--- src/rtl/ro_freq_counter.sv ---
// Ring-oscillator frequency counter: enable, settle, count synchronized roout rising edges over win_len clks, pulse done.
// Build option RO_FCNT_SAT_EN: saturate the count instead of wrapping it.
module ro_freq_counter #(
  parameter int CNT_W       = 16,
  parameter int WIN_W       = 16,
  parameter int SETTLE_CYC  = 8,
  parameter int SYNC_STAGES = 2
) (
  input  logic             clk,
  input  logic             rst,
  input  logic             start,
  input  logic [WIN_W-1:0] win_len,
  input  logic             roout,
  output logic             ro_en,
  output logic             busy,
  output logic             done,
  output logic [CNT_W-1:0] count,
  output logic             ovf
);

  localparam int SET_W = $clog2(SETTLE_CYC + 1);
  localparam int TW    = (WIN_W > SET_W) ? WIN_W : SET_W;
  localparam logic [TW-1:0] SETTLE_LD = TW'(SETTLE_CYC - 1);

  typedef enum logic [1:0] {IDLE, SETTLE, COUNT, DONE} state_t;

  state_t                 state;
  logic [SYNC_STAGES-1:0] sync;
  logic                   prev;
  logic                   hit;
  logic [WIN_W-1:0]       win_q;
  logic [TW-1:0]          timer;

  // Free-running synchronizer; prev holds the last synchronized sample for edge detection.
  always_ff @(posedge clk) begin
    if (rst) begin
      sync <= '0;
      prev <= 1'b0;
    end else begin
      sync <= {sync[SYNC_STAGES-2:0], roout};
      prev <= sync[SYNC_STAGES-1];
    end
  end

  assign hit = sync[SYNC_STAGES-1] & ~prev;

  always_ff @(posedge clk) begin
    if (rst) begin
      state <= IDLE;
      ro_en <= 1'b0;
      busy  <= 1'b0;
      done  <= 1'b0;
      count <= '0;
      ovf   <= 1'b0;
      win_q <= '0;
      timer <= '0;
    end else begin
      done <= 1'b0;
      case (state)
        IDLE: begin
          if (start) begin
            count <= '0;
            ovf   <= 1'b0;
            win_q <= win_len;
            if (win_len != '0) begin
              timer <= SETTLE_LD;
              ro_en <= 1'b1;
              busy  <= 1'b1;
              state <= SETTLE;
            end else begin
              done  <= 1'b1;
              state <= DONE;
            end
          end
        end
        SETTLE: begin
          if (timer == '0) begin
            timer <= TW'(win_q) - TW'(1);
            state <= COUNT;
          end else begin
            timer <= timer - TW'(1);
          end
        end
        COUNT: begin
          if (hit) begin
`ifdef RO_FCNT_SAT_EN
            if (count == '1) ovf <= 1'b1;
            else             count <= count + CNT_W'(1);
`else
            count <= count + CNT_W'(1);
            if (count == '1) ovf <= 1'b1;
`endif
          end
          if (timer == '0) begin
            ro_en <= 1'b0;
            busy  <= 1'b0;
            done  <= 1'b1;
            state <= DONE;
          end else begin
            timer <= timer - TW'(1);
          end
        end
        DONE: begin
          // start is deliberately not sampled here
          state <= IDLE;
        end
        default: state <= IDLE;
      endcase
    end
  end

endmodule

--- config.mk ---
export PLATFORM = sky130hd
export DESIGN_NAME = ro_freq_counter
export DESIGN_NICKNAME = d
export VERILOG_FILES = /design/src/rtl/ro_freq_counter.sv
export SDC_FILE = /design/constraint.sdc
export NUM_CORES = 1
export LEC_CHECK = 0
export CORE_AREA = 2 2 81 91
export CTS_BUF_LIST = sky130_fd_sc_hd__clkbuf_8
export DETAILED_ROUTE_END_ITERATION = 10
export DIE_AREA = 0 0 83 93
export GPL_ROUTABILITY_DRIVEN = 0
export PLACE_DENSITY = 0.69
export SLEW_MARGIN = 20
export SYNTH_ARGS = -nofsm -noshare
export SYNTH_HDL_FRONTEND = slang
export SYNTH_SLANG_ARGS = --single-unit
export TNS_END_PERCENT = 100
--- constraint.sdc ---
create_clock -name clk -period 2 [get_ports clk]
set_input_delay 0.5 -clock clk [delete_from_list [all_inputs] [get_ports clk]]
set_output_delay 0.5 -clock clk [all_outputs]
set_load 0.1 [all_outputs]
==> out/metrics.cfg <==
[global_routing]
grt_max_degree=34
grt_usage_pct=21.4
grt-ovfl-total=0
antenna_found_initial=0
grt_pass1_wl_um=13600
grt_pass1_vias=2999

[pwr]
peakVddDrop_mv=0.912
power_density_nw_per_um2=1310
leakagePower_uw=0.00177

[synth]
async_flop_share_pct=0
post-synth-top-count-cell=dfxtp_1
ys_ff_latch=56
synth_edf_count=0
synth.net_count=401
yosysTopAreaCell=dfxtp_1
synth_top_cells_by_area=dfxtp_1 37%, nand2_1 6.2%, nor2_1 5.6%
synthCells=373
syn-mean-instance-area_um2=8.07
synth.distinct_cells=53
yosysWarnings=0
synth_area_um2=3010
seq_area_frac_synth_pct=37.2
synthFlopType=dfxtp_1
ys_top_cells_by_count=56 x dfxtp_1, 50 x nand2_1, 45 x nor2_1, 26 x a21oi_1, 18 x xor2_1
yosysTopAreaCellShare_pct=37.2

[floorplanning]
pin_count=40
start_util_pct=44.0
num_rows=32
die-area_um2=7720
die-width_um=83
die-height_um=93
core_um2=6850

[cts]
clock_latency_ns=0.31
cts_tree=built
cts_buffer_depth=2
clk_pin_slew_worst_paths_ns=0.10
root_buffer=clkbuf_8
htree_levels=2
cts_hold_buf=0
clock_sinks=56
numCtsBuffers=5

[worst_setup_path]
crit_arrival_ns=2.17
crit_type=input pin to flop
cp_max_fo=8
critical-path-max-stage-delay_ns=0.30
critPathCaptureType=flop
cp_slowest_cell=and3b_2
start_kind=input pin
critPathRequiredTime_ns=2.21
worstPathCellList=clkdlybuf4s15_1 > nor4_2 > buf_4 > a41o_1 > a221oi_4 > and3b_2 > a21o_1 > a22o_1

[placed_design]
port_buffers=39
dp_hpwl_um=6340

[detailed_routing]
ant_nets=0
firstDrtPassIters=5
routed_wirelength_um=8300
wl_per_cell_um=15.0
drc=0
vias=3065
drtIter0Drc=196
viasPerCell=5.52

[sta]
min_period_ns=1.96
holdWs_ns=0.446
worstMarginPinSlew_ns=0.408
min_period_over_period_pct=97.8
fin_skew_ns=0.00568
setup_tns_ns=0
timing.slew.headroom_pct=72.5
maxSlewViolCount=0
setup_viol=0
fmax_ghz=0.511
finalHoldViolations=0
rsz0062_at_grt=yes

[cells_and_area]
register_area_um2=1140
area_growth_pct=44.5
antenna_cells=0
post-route-util_pct=63.5
fillCellCount=592
multiInputGateArea_um2=1900
drive_above_1_share_pct=30.2
nets=497

[hold_path]
hp-class=input pin to flop

[outcome]
status=finished, final reports clean

[run]
max_cap_violations=0

cell usage in the layout (no fill, tap or decap), types with 3 or more instances in the layout:
master and count:
buf_4 66, nand2_1 50, nor2_1 44, dfxtp_1 44
a21oi_1 25, buf_12 20, xor2_1 18, xnor2_1 14
nand3_1 13, inv_1 10, nor3_1 10, dfxtp_2 10
o22ai_1 8, a22o_1 7, o21ai_1 7, ha_1 7
nor2b_1 6, dlygate4sd2_1 6, clkbuf_2 6, nand4_1 5
o21ai_0 5, clkbuf_8 5, nor4_1 4, a31oi_1 4
clkdlybuf4s15_1 4, and4_1 3, nor4_2 3, a211oi_1 3
nor3_2 3, a22oi_1 3
power breakdown:
| part | internal [µW] | leakage [µW] | switching, µW |
|---|---|---|---|
| registers | 1280 | 0.000461 | 186 |
| logic | 1700 | 0.00126 | 1910 |
| clock network | 252 | 0.0000485 | 387 |
| total | 3230 | 0.00177 | 2480 |
sequential cells by signal, indices dropped and copies added (netlist names), 2 cells and up:
register / cells
count: 16
timer: 16
win_q: 16
state: 2
sync: 2
repair_timing:
action                                  CTS  global route
pin swaps                                10            13
buffers inserted                          1             4
endpoints found under the setup margin   15            18
gates resized for setup                  33            23
path summary, 6_finish.rpt:
check,from,end,slack [ns],cells past startpoint
min,win_len[7],win_q[7],0.45,3
min reg2reg,sync[0],sync[1],0.46,1
max,win_len[12],timer[4],0.04,8
max reg2reg,timer[0],timer[4],0.07,8
through the flow:
step / instances / setup WS [ns] / instance area, µm² / total power (µW)
2_1_floorplan: 373 / -0.0348 / 3090 / 3590
3_3_place_gp: 542 / -0.632 / 4150 / 4750
3_5_place_dp: 542 / -0.636 / 4150 / 4820
4_1_cts: 551 / 0.00193 / 4280 / 5510
5_1_grt: 555 / -0.0294 / 4350 / 6090
6_report: 555 / 0.0442 / 4350 / 5710
area by class of cell:
cell class                      count  area share (%)
Sequential cell                    56            26.2
Multi-Input combinational cell    288            43.8
Timing Repair Buffer              106            24.4
Tap cell                           85            2.45
Inverter                           12            1.04
Clock buffer                        5            1.58
Clock inverter                      3           0.518
logic make-up after synthesis:
family          count (synthesis)  share of synthesized area [%]
mux                             4                           1.41
fa+ha+maj                       8                           3.33
buf+inv                        29                           4.24
xor+xnor                       32                           9.31
compound gates                 80                           18.0
flops                          56                           37.2
simple gates                  164                           26.5
routing by layer:
metal | global-route usage (%) | wire length [µm]
met5 | 0 | 0
met4 | 5.46 | 107
met3 | 4.15 | 485
met2 | 38.2 | 4010
met1 | 26.5 | 3690
worst max-delay path, delay by kind of cell:
family | cells | cell delay [ns]
simple gates | 2 | 0.55
buf+inv | 2 | 0.37
compound gates | 4 | 0.75
No activity file was read; power rests on OpenSTA's default activity.
